<file path="config.mk">
export PLATFORM = sky130hd
export DESIGN_NAME = regfile_wb_sched
export DESIGN_NICKNAME = d
export VERILOG_FILES = /design/src/rtl/mc32_pkg.sv /design/src/rtl/wb_fifo.sv /design/src/rtl/regfile_wb_sched.sv
export SDC_FILE = /design/constraint.sdc
export NUM_CORES = 2
export LEC_CHECK = 0
export BUFFER_PORTS_ARGS = -buffer_cell sky130_fd_sc_hd__buf_4
export CAP_MARGIN = 20
export CORE_ASPECT_RATIO = 1.4
export CORE_MARGIN = 2
export CORE_UTILIZATION = 40
export DETAILED_ROUTE_END_ITERATION = 12
export GPL_TIMING_DRIVEN = 0
export PLACE_DENSITY = 0.67
export SLEW_MARGIN = 20
export SYNTH_ARGS = -nofsm -noshare
export SYNTH_HDL_FRONTEND = slang
export SYNTH_SLANG_ARGS = --single-unit
</file>
<file path="constraint.sdc">
create_clock -name clk -period 4.9 [get_ports clk]
set_input_delay 0.245 -clock clk [delete_from_list [all_inputs] [get_ports clk]]
set_output_delay 0.245 -clock clk [all_outputs]
set_load 0.05 [all_outputs]
</file>
<file path="src/rtl/mc32_pkg.sv">
`default_nettype none
// ============================================================================
// Module      : mc32_pkg
// Description : Shared types and helpers for the mc32 register-file writeback
//               path: address/data widths, buffered writeback entry, and the
//               regFile inSelect packing function ({we, addr}).
// Revision    : 1.0 - initial release
// ============================================================================
package mc32_pkg;

  localparam int REG_ADDR_W = 5;
  localparam int DATA_W     = 32;
  localparam int SEL_WE_BIT = 5;
  localparam int SEL_W      = SEL_WE_BIT + 1;

  typedef struct packed {
    logic [REG_ADDR_W-1:0] addr;
    logic [DATA_W-1:0]     data;
  } wb_entry_t;

  // regFile select word: write enable in the MSB, register address below it.
  function automatic logic [SEL_W-1:0] pack_sel(input logic we,
                                                input logic [REG_ADDR_W-1:0] addr);
    logic [SEL_W-1:0] sel;
    sel                         = '0;
    sel[SEL_WE_BIT]             = we;
    sel[REG_ADDR_W-1:0]         = addr;
    return sel;
  endfunction

endpackage : mc32_pkg
`default_nettype wire

</file>
<file path="src/rtl/wb_fifo.sv">
`default_nettype none
// ============================================================================
// Module      : wb_fifo
// Description : Circular writeback buffer, 3 ordered push lanes, up to 2 pops
//               per cycle. Exposes head / head+1 entries, per-slot valid bits
//               and per-slot destination addresses.
// Ports       : clk, rst          - clock, synchronous active-high reset
//               push_valid[2:0]   - lane valids (lane 0 is oldest)
//               push_entry[2:0]   - lane payloads
//               n_pop             - entries retired this edge (0..2)
//               head_entry        - oldest entry
//               head1_entry       - second-oldest entry
//               entry_valid       - slot holds a buffered entry
//               entry_addr        - destination address per slot
//               count             - buffered entry count
// Revision    : 1.0 - initial release
// ============================================================================
module wb_fifo
  import mc32_pkg::*;
#(
  parameter int DEPTH = 8,
  parameter int CNT_W = $clog2(DEPTH) + 1
) (
  input  logic                                  clk,
  input  logic                                  rst,
  input  logic [2:0]                            push_valid,
  input  wb_entry_t [2:0]                       push_entry,
  input  logic [1:0]                            n_pop,
  output wb_entry_t                             head_entry,
  output wb_entry_t                             head1_entry,
  output logic [DEPTH-1:0]                      entry_valid,
  output logic [DEPTH-1:0][REG_ADDR_W-1:0]      entry_addr,
  output logic [CNT_W-1:0]                      count
);

  localparam int PTR_W = $clog2(DEPTH);

  wb_entry_t [DEPTH-1:0] mem_q, mem_d;
  logic [PTR_W-1:0]      head_q, head_d, tail_q, tail_d;
  logic [CNT_W-1:0]      count_q, count_d;
  logic [PTR_W-1:0]      slot1, slot2;
  logic [1:0]            off1, off2, n_push;

  // Valid lanes are packed into consecutive slots: a lane's offset from tail
  // is the number of valid lanes ahead of it.
  always_comb begin
    mem_d   = mem_q;
    off1    = {1'b0, push_valid[0]};
    off2    = 2'(push_valid[0]) + 2'(push_valid[1]);
    n_push  = off2 + 2'(push_valid[2]);
    slot1   = tail_q + PTR_W'(off1);
    slot2   = tail_q + PTR_W'(off2);
    if (push_valid[0]) mem_d[tail_q] = push_entry[0];
    if (push_valid[1]) mem_d[slot1]  = push_entry[1];
    if (push_valid[2]) mem_d[slot2]  = push_entry[2];
    tail_d  = tail_q + PTR_W'(n_push);
    head_d  = head_q + PTR_W'(n_pop);
    count_d = count_q + CNT_W'(n_push) - CNT_W'(n_pop);
  end

  always_ff @(posedge clk) begin
    if (rst) begin
      head_q  <= '0;
      tail_q  <= '0;
      count_q <= '0;
    end else begin
      head_q  <= head_d;
      tail_q  <= tail_d;
      count_q <= count_d;
    end
  end

  // Payload storage needs no reset: slots are only observed while valid.
  always_ff @(posedge clk) begin
    mem_q <= mem_d;
  end

  assign head_entry  = mem_q[head_q];
  assign head1_entry = mem_q[head_q + PTR_W'(1)];
  assign count       = count_q;

  // A slot is live when its distance from head (mod DEPTH) is below count.
  generate
    for (genvar i = 0; i < DEPTH; i++) begin : g_slot
      logic [PTR_W-1:0] rel;
      assign rel            = PTR_W'(i) - head_q;
      assign entry_valid[i] = (CNT_W'(rel) < count_q);
      assign entry_addr[i]  = mem_q[i].addr;
    end
  endgenerate

endmodule : wb_fifo
`default_nettype wire

</file>
<file path="src/rtl/regfile_wb_sched.sv">
`default_nettype none
// ============================================================================
// Module      : regfile_wb_sched
// Description : Writeback scheduler in front of the dual-write-port regFile.
//               Buffers ALU/shifter/load writebacks in program order and drains
//               up to two per cycle, never two to the same register at once.
// Ports       : clk, rst                      - clock, sync active-high reset
//               alu_/shf_/mem_{valid,addr,data} - writeback requests
//               src_ready                     - room for 3 more entries
//               inp0/inSelect0, inp1/inSelect1 - regFile write ports
//               pending                       - one-hot OR of buffered dests
//               count                         - buffered entry count
//               err_drop                      - sticky dropped-request flag
// Revision    : 1.0 - initial release
// ============================================================================
module regfile_wb_sched
  import mc32_pkg::*;
#(
  parameter int DEPTH = 8,
  parameter int CNT_W = $clog2(DEPTH) + 1
) (
  input  logic              clk,
  input  logic              rst,
  input  logic              alu_valid,
  input  logic [4:0]        alu_addr,
  input  logic [31:0]       alu_data,
  input  logic              shf_valid,
  input  logic [4:0]        shf_addr,
  input  logic [31:0]       shf_data,
  input  logic              mem_valid,
  input  logic [4:0]        mem_addr,
  input  logic [31:0]       mem_data,
  output logic              src_ready,
  output logic [31:0]       inp0,
  output logic [5:0]        inSelect0,
  output logic [31:0]       inp1,
  output logic [5:0]        inSelect1,
  output logic [31:0]       pending,
  output logic [CNT_W-1:0]  count,
  output logic              err_drop
);

  wb_entry_t [2:0]                     push_entry;
  logic [2:0]                          req_valid, push_valid;
  wb_entry_t                           head_entry, head1_entry;
  logic [DEPTH-1:0]                    entry_valid;
  logic [DEPTH-1:0][REG_ADDR_W-1:0]    entry_addr;
  logic [CNT_W-1:0]                    fifo_count;
  logic                                issue0, issue1;
  logic [1:0]                          n_pop;
  logic                                err_drop_q, err_drop_d;

  assign req_valid     = {mem_valid, shf_valid, alu_valid};
  assign push_entry[0] = wb_entry_t'{addr: alu_addr, data: alu_data};
  assign push_entry[1] = wb_entry_t'{addr: shf_addr, data: shf_data};
  assign push_entry[2] = wb_entry_t'{addr: mem_addr, data: mem_data};

  // Ready depends on registered count only, so there is no valid->ready path.
  assign src_ready  = (fifo_count <= CNT_W'(DEPTH - 3));
  assign push_valid = req_valid & {3{src_ready}};

  wb_fifo #(
    .DEPTH (DEPTH),
    .CNT_W (CNT_W)
  ) u_fifo (
    .clk         (clk),
    .rst         (rst),
    .push_valid  (push_valid),
    .push_entry  (push_entry),
    .n_pop       (n_pop),
    .head_entry  (head_entry),
    .head1_entry (head1_entry),
    .entry_valid (entry_valid),
    .entry_addr  (entry_addr),
    .count       (fifo_count)
  );

  // Port 1 only issues when it targets a different register than port 0;
  // otherwise the younger write waits a cycle so the last writer wins.
  // Reset suppresses both ports so nothing lands on the reset edge.
  always_comb begin
    issue0    = !rst && (fifo_count >= CNT_W'(1));
    issue1    = !rst && (fifo_count >= CNT_W'(2)) &&
                (head1_entry.addr != head_entry.addr);
    n_pop     = 2'(issue0) + 2'(issue1);
    inSelect0 = issue0 ? pack_sel(1'b1, head_entry.addr)  : '0;
    inp0      = issue0 ? head_entry.data                   : '0;
    inSelect1 = issue1 ? pack_sel(1'b1, head1_entry.addr) : '0;
    inp1      = issue1 ? head1_entry.data                  : '0;
  end

  // Entries being written this cycle stay visible until the write edge.
  always_comb begin
    pending = '0;
    for (int i = 0; i < DEPTH; i++) begin
      if (entry_valid[i]) pending[entry_addr[i]] = 1'b1;
    end
  end

  always_comb begin
    err_drop_d = err_drop_q | (!src_ready && (|req_valid));
  end

  always_ff @(posedge clk) begin
    if (rst) err_drop_q <= 1'b0;
    else     err_drop_q <= err_drop_d;
  end

  assign err_drop = err_drop_q;
  assign count    = fifo_count;

endmodule : regfile_wb_sched
`default_nettype wire

</file>
==> impl_summary.md <==
Status
The flow ran to the end, and the final reports show no timing, DRC or antenna violations.

Logic synthesis
The share of synthesized cell area in full adder, half adder and majority cells is under 10%. The post-synthesis simple-gate area fraction is a little over 30%. The parity-gate share of the synthesized area counting xor and xnor cells is less than 1%.

Summing the areas of all compound-gate instances in the mapped netlist gives ~18% of the synthesized area. The fraction of synthesized area in multiplexers is roughly 16%. The synthesized netlist occupies a cell area of 23400 um^2. The share of the Yosys chip area taken by registers is a little over a quarter. The count of yosys warnings during synthesis is 0. The most used flip-flop cell after synthesis is sky130_fd_sc_hd__dfxtp_1. The area share of the largest cell type after synthesis is a little over a quarter. Counting flops with a built-in enable in the synthesized netlist gives 0. The proportion of register bits with asynchronous set or reset after synthesis is 0%. The cell count after synthesis is approximately 3300. The mean instance size in the synthesized netlist is roughly 7.2 um^2. By area the synthesized netlist is led by sky130_fd_sc_hd__dfxtp_1 (26%), sky130_fd_sc_hd__nand2_1 (16%), sky130_fd_sc_hd__mux4_2 (14%), sky130_fd_sc_hd__o21ai_0 (11%), sky130_fd_sc_hd__and3_1 (7.9%). After synthesis, the largest family of logic cells by area is simple AND/OR/NAND/NOR gates. In this run, synthesis produced a sequential element count of a little over 300.

Synthesis produced a netlist with a net count of 3401. The cell taking the most area after synthesis is sky130_fd_sc_hd__dfxtp_1. The unique cell type count in the Yosys netlist is 50.

Drt
After detailed routing, the total wire length is 121000 um. After detailed routing, the average wire length per cell comes to ~29 um. The first-pass detailed-route iteration total is 9.

The remaining antenna violation count after routing is 0. After the first detailed-routing iteration, the DRC count stood at between 4000 and 5000. The number of vias after detailed routing is ~28000.

In the routed design, unresolved DRC markers number 0. The via-per-instance ratio is 6.64.

GRT
For this run, the total global-route usage over all layers was measured as between 30% and 40%. The remaining global-route overflow is 0. The via count of the first global-routing pass is 26300. The maximum number of pins on one net before global-route repair is 20.

The first global-routing pass estimated roughly 180000 um of wire. The number of antenna violations at the first check in global routing is 11.

Min path
The worst hold path stage count is 3. The endpoint with the worst hold slack is u_fifo.mem_q[165]$_DFF_P_. In this run the worst hold path is classified as input port to flip-flop. The startpoint of the most critical hold path is mem_data[17].

Power
The peak ir drop on the vdd network is approximately 0.50 mV. The part of the total power dissipated in combinational logic is approximately 68%. In this run switching power makes up between 50% and 60% of total power. Dividing total power by cell area gives a power density of 897 nW/um^2. The design draws 24.3 mW. The share of total power dissipated in sequential elements is approximately a fifth. For this design the static power due to leakage is 10.5 nW. The power spent charging and discharging nets is 12.7 mW. The power share of the clock group is a little under an eighth. The internal power component is around 12 mW.

Critical path
The endpoint identified for the worst register-to-register timing path is u_fifo.mem_q[23]$_DFF_P_. The startpoint of the most critical register-to-register path is u_fifo.count[3]$_SDFF_PP0_. The arrival time of the worst setup path is 4.58 ns. The number of cells on the worst reg-to-reg path is 14.

Setup slack on the worst reg-to-reg path comes out at about 0.1 ns. By startpoint and endpoint, the worst setup path is classified as flip-flop to primary output. Along the worst path, the maximum fanout reaches 10. STA classifies the critical path endpoint as a primary output. For the worst setup path, the data required time is 4.66 ns. STA classifies the critical path startpoint as a flip-flop.

Die
The die covers just over 60000 um^2. Row generation in the floorplan step produced 104 rows. The starting density of the core is between 40% and 50%. Measured along the x axis, the die boundary spans around 210 um. The I/O pin total is 230.

The floorplan step defined a core boundary enclosing roughly 58000 um^2. In this run the vertical extent of the chip is 290 um.

Placed design
The count of buffers added on input and output ports is between 150 and 200. Routability-driven placement finished with a final weighted congestion of just over 1. The HPWL after detailed placement is ~84000 um. OpenSTA, run right after detailed placement, puts the worst setup slack at -2.24 ns.

Cells and area
Counting the fill cells in the layout gives 5932. The final layout contains between 3000 and 4000 nets. The post-route netlist has between 10% and 20% of its cells at a drive strength greater than 1. The area overhead of the layout relative to synthesis is 15.7%. The utilization after layout is 47.0%.

Clock network
The clock passes through at most 3 buffers. CTS placed an instance of sky130_fd_sc_hd__clkbuf_16 at the clock tree root. In this run the number of H-tree levels came out at 2. Clock latency on the worst-skew pair, taken at its later pin, is around 0.57 ns. The CTS tree is built. After clock tree synthesis, the clock-pin slew on the worst setup and hold paths is about 0.070 ns. The number of clock sinks is ~310.

The number of clock buffers added by TritonCTS is 35.

STA
Setup repair after global routing left no endpoint under its margin. In this run the tightest slew margin relative to its limit is 15.8%. The clock arrives with about 0.030 ns of skew. The achievable frequency is roughly 210 MHz. Setup violations remaining at the end of the flow were counted as 0. The number of pins with negative max-slew slack in the final report is 0. The minimum clock period after layout is 4.82 ns. The worst path meets setup with roughly 0.08 ns of slack. The number of endpoints with negative hold slack in the final report is 0. The transition time at the pin with the least slew margin is approximately 1.3 ns. Summed over all failing endpoints, the final setup total negative slack is 0 ns. The final critical path takes up 98.4% of the cycle.

The final-layout worst hold slack is between 0.02 and 0.025 ns.

Run
The max-capacitance violation count is 0.
-- cells in the mapped netlist (2+ instances only) --
master,number
sky130_fd_sc_hd__nand2_1,975
sky130_fd_sc_hd__o21ai_0,491
sky130_fd_sc_hd__dfxtp_1,307
sky130_fd_sc_hd__and3_1,297
sky130_fd_sc_hd__clkbuf_1,230
sky130_fd_sc_hd__mux4_2,143
sky130_fd_sc_hd__o21ai_1,118
sky130_fd_sc_hd__o22ai_1,96
sky130_fd_sc_hd__nor2_1,94
sky130_fd_sc_hd__mux2i_1,57
sky130_fd_sc_hd__a21oi_1,43
sky130_fd_sc_hd__buf_2,43
sky130_fd_sc_hd__or4_1,36
sky130_fd_sc_hd__or3_1,31
sky130_fd_sc_hd__nand3b_1,28
sky130_fd_sc_hd__buf_4,27
sky130_fd_sc_hd__ha_1,27
sky130_fd_sc_hd__inv_1,25
sky130_fd_sc_hd__buf_1,21
sky130_fd_sc_hd__nand3_1,20
sky130_fd_sc_hd__clkbuf_2,16
sky130_fd_sc_hd__or3b_2,13
sky130_fd_sc_hd__xnor2_1,13
sky130_fd_sc_hd__nor2b_1,12
sky130_fd_sc_hd__o211ai_1,12
sky130_fd_sc_hd__nand2b_1,11
sky130_fd_sc_hd__o221ai_1,10
sky130_fd_sc_hd__a21o_1,7
sky130_fd_sc_hd__fa_1,6
sky130_fd_sc_hd__buf_6,5
sky130_fd_sc_hd__nand4_1,5
sky130_fd_sc_hd__nor3_1,4
sky130_fd_sc_hd__nor3_2,3
sky130_fd_sc_hd__xor2_1,3
sky130_fd_sc_hd__a221oi_1,2
sky130_fd_sc_hd__and2_1,2
sky130_fd_sc_hd__inv_2,2
sky130_fd_sc_hd__nor2_2,2
sky130_fd_sc_hd__nor3_4,2
sky130_fd_sc_hd__o21bai_1,2
sky130_fd_sc_hd__or4b_2,2
-- what timing repair did --
item	4_1_cts	5_1_grt
cloned	0	0
hold endpoints to repair	1	0
hold buffers	1	0
pin swaps	5	3
setup buffers	6	9
endpoints found under the setup margin	328	272
resized for setup	51	44
-- registers in the layout, summed over array words and instances, names as in the netlist --
name and count:
u_fifo.count 4, u_fifo.mem_q 256, u_fifo.tail_q 3, err_drop 1, u_fifo.entry_addr 40, u_fifo.head_q 3
-- per-layer routing --
layer | wire length, um | share of wire [%] | global-route usage [%] | up-vias
met4 | 11300 | 9.3 | 30.8 | 12
met2 | 54300 | 45 | 61.5 | 2454
met5 | 82 | 0.068 | 0.160 | -
li1 | - | - | - | 11800
met3 | 15100 | 12 | 11.1 | 695
met1 | 40500 | 33 | 44.2 | 13100
-- area by class of cell --
type                            count  area [um^2]  area share, %
Inverter                           27          101          0.374
Sequential cell                   307         6150           22.7
Tap cell                          742          928           3.43
Buffer                            337         1550           5.74
Clock buffer                       48         1010           3.75
Clock inverter                     12          166          0.615
Antenna cell                        8         20.0         0.0740
Timing Repair Buffer              174         1320           4.88
Multi-Input combinational cell   2576        15800           58.4
-- cell families after synthesis --
logic type               Yosys count
AO/OA/AOI/OAI                    784
XOR/XNOR                          16
adder cells (fa/ha/maj)           33
buffers and inverters            369
flip-flops                       307
multiplexers                     200
AND/OR/NAND/NOR                 1543
-- placed cells by master (no fill, tap or decap), drive strengths merged, types with 20 or more instances in the layout --
cell type | Yosys | final
nand2 | 975 | 975
o21ai | 609 | 609
dfxtp | 307 | 307
and3 | 297 | 297
clkbuf | 246 | 289
buf | 96 | 269
mux4 | 143 | 143
o22ai | 96 | 96
nor2 | 96 | 96
mux2i | 57 | 57
a21oi | 44 | 44
or4 | 36 | 36
or3 | 31 | 31
nand3b | 28 | 28
inv | 27 | 28
ha | 27 | 27
nand3 | 20 | 20
-- how the worst max path moves through the flow --
stage	from	end	slack, ns	cells after the start
final	u_fifo.head_q[2]$_SDFF_PP0_	pending[11]	0.08	10
after global routing	u_fifo.count[3]$_SDFF_PP0_	u_fifo.mem_q[90]$_DFF_P_	0.001	16
after CTS	u_fifo.count[3]$_SDFF_PP0_	u_fifo.mem_q[91]$_DFF_P_	-0.02	16
after detailed placement	u_fifo.head_q[1]$_SDFF_PP0_	pending[15]	-2.24	17
after global placement	u_fifo.head_q[1]$_SDFF_PP0_	pending[11]	-2.25	17
after floorplan	u_fifo.head_q[1]$_SDFF_PP0_	u_fifo.count[3]$_SDFF_PP0_	0.11	23
-- critical path, stage by stage (launching register included) --
cell and delay [ns]:
sky130_fd_sc_hd__dfxtp_1 0.33, sky130_fd_sc_hd__buf_2 0.19, sky130_fd_sc_hd__buf_1 0.80, sky130_fd_sc_hd__xnor2_1 0.21
sky130_fd_sc_hd__ha_1 0.33, sky130_fd_sc_hd__a21oi_1 0.24, sky130_fd_sc_hd__o211ai_1 0.77, sky130_fd_sc_hd__buf_4 0.28
sky130_fd_sc_hd__o22ai_1 0.07, sky130_fd_sc_hd__or4_1 0.57, sky130_fd_sc_hd__buf_4 0.22
-- power by group through the flow --
stage          logic (mW)  clock network, mW  registers (mW)
3_5_place_dp         15.6                  0            4.91
4_1_cts              15.8               2.85            4.87
6_report             16.5               2.87            4.94
2_1_floorplan        10.8                  0            4.57
3_3_place_gp         15.5                  0            4.86
5_1_grt              17.3               2.94            5.03
-- metrics by stage --
step | std cells | instance area, um^2
5_1_grt | 4225 | 27100
3_5_place_dp | 4151 | 25500
3_3_place_gp | 4149 | 25500
2_1_floorplan | 3252 | 23400
4_1_cts | 4217 | 26900
6_report | 4231 | 27100
(Power assumes the default switching activity.)
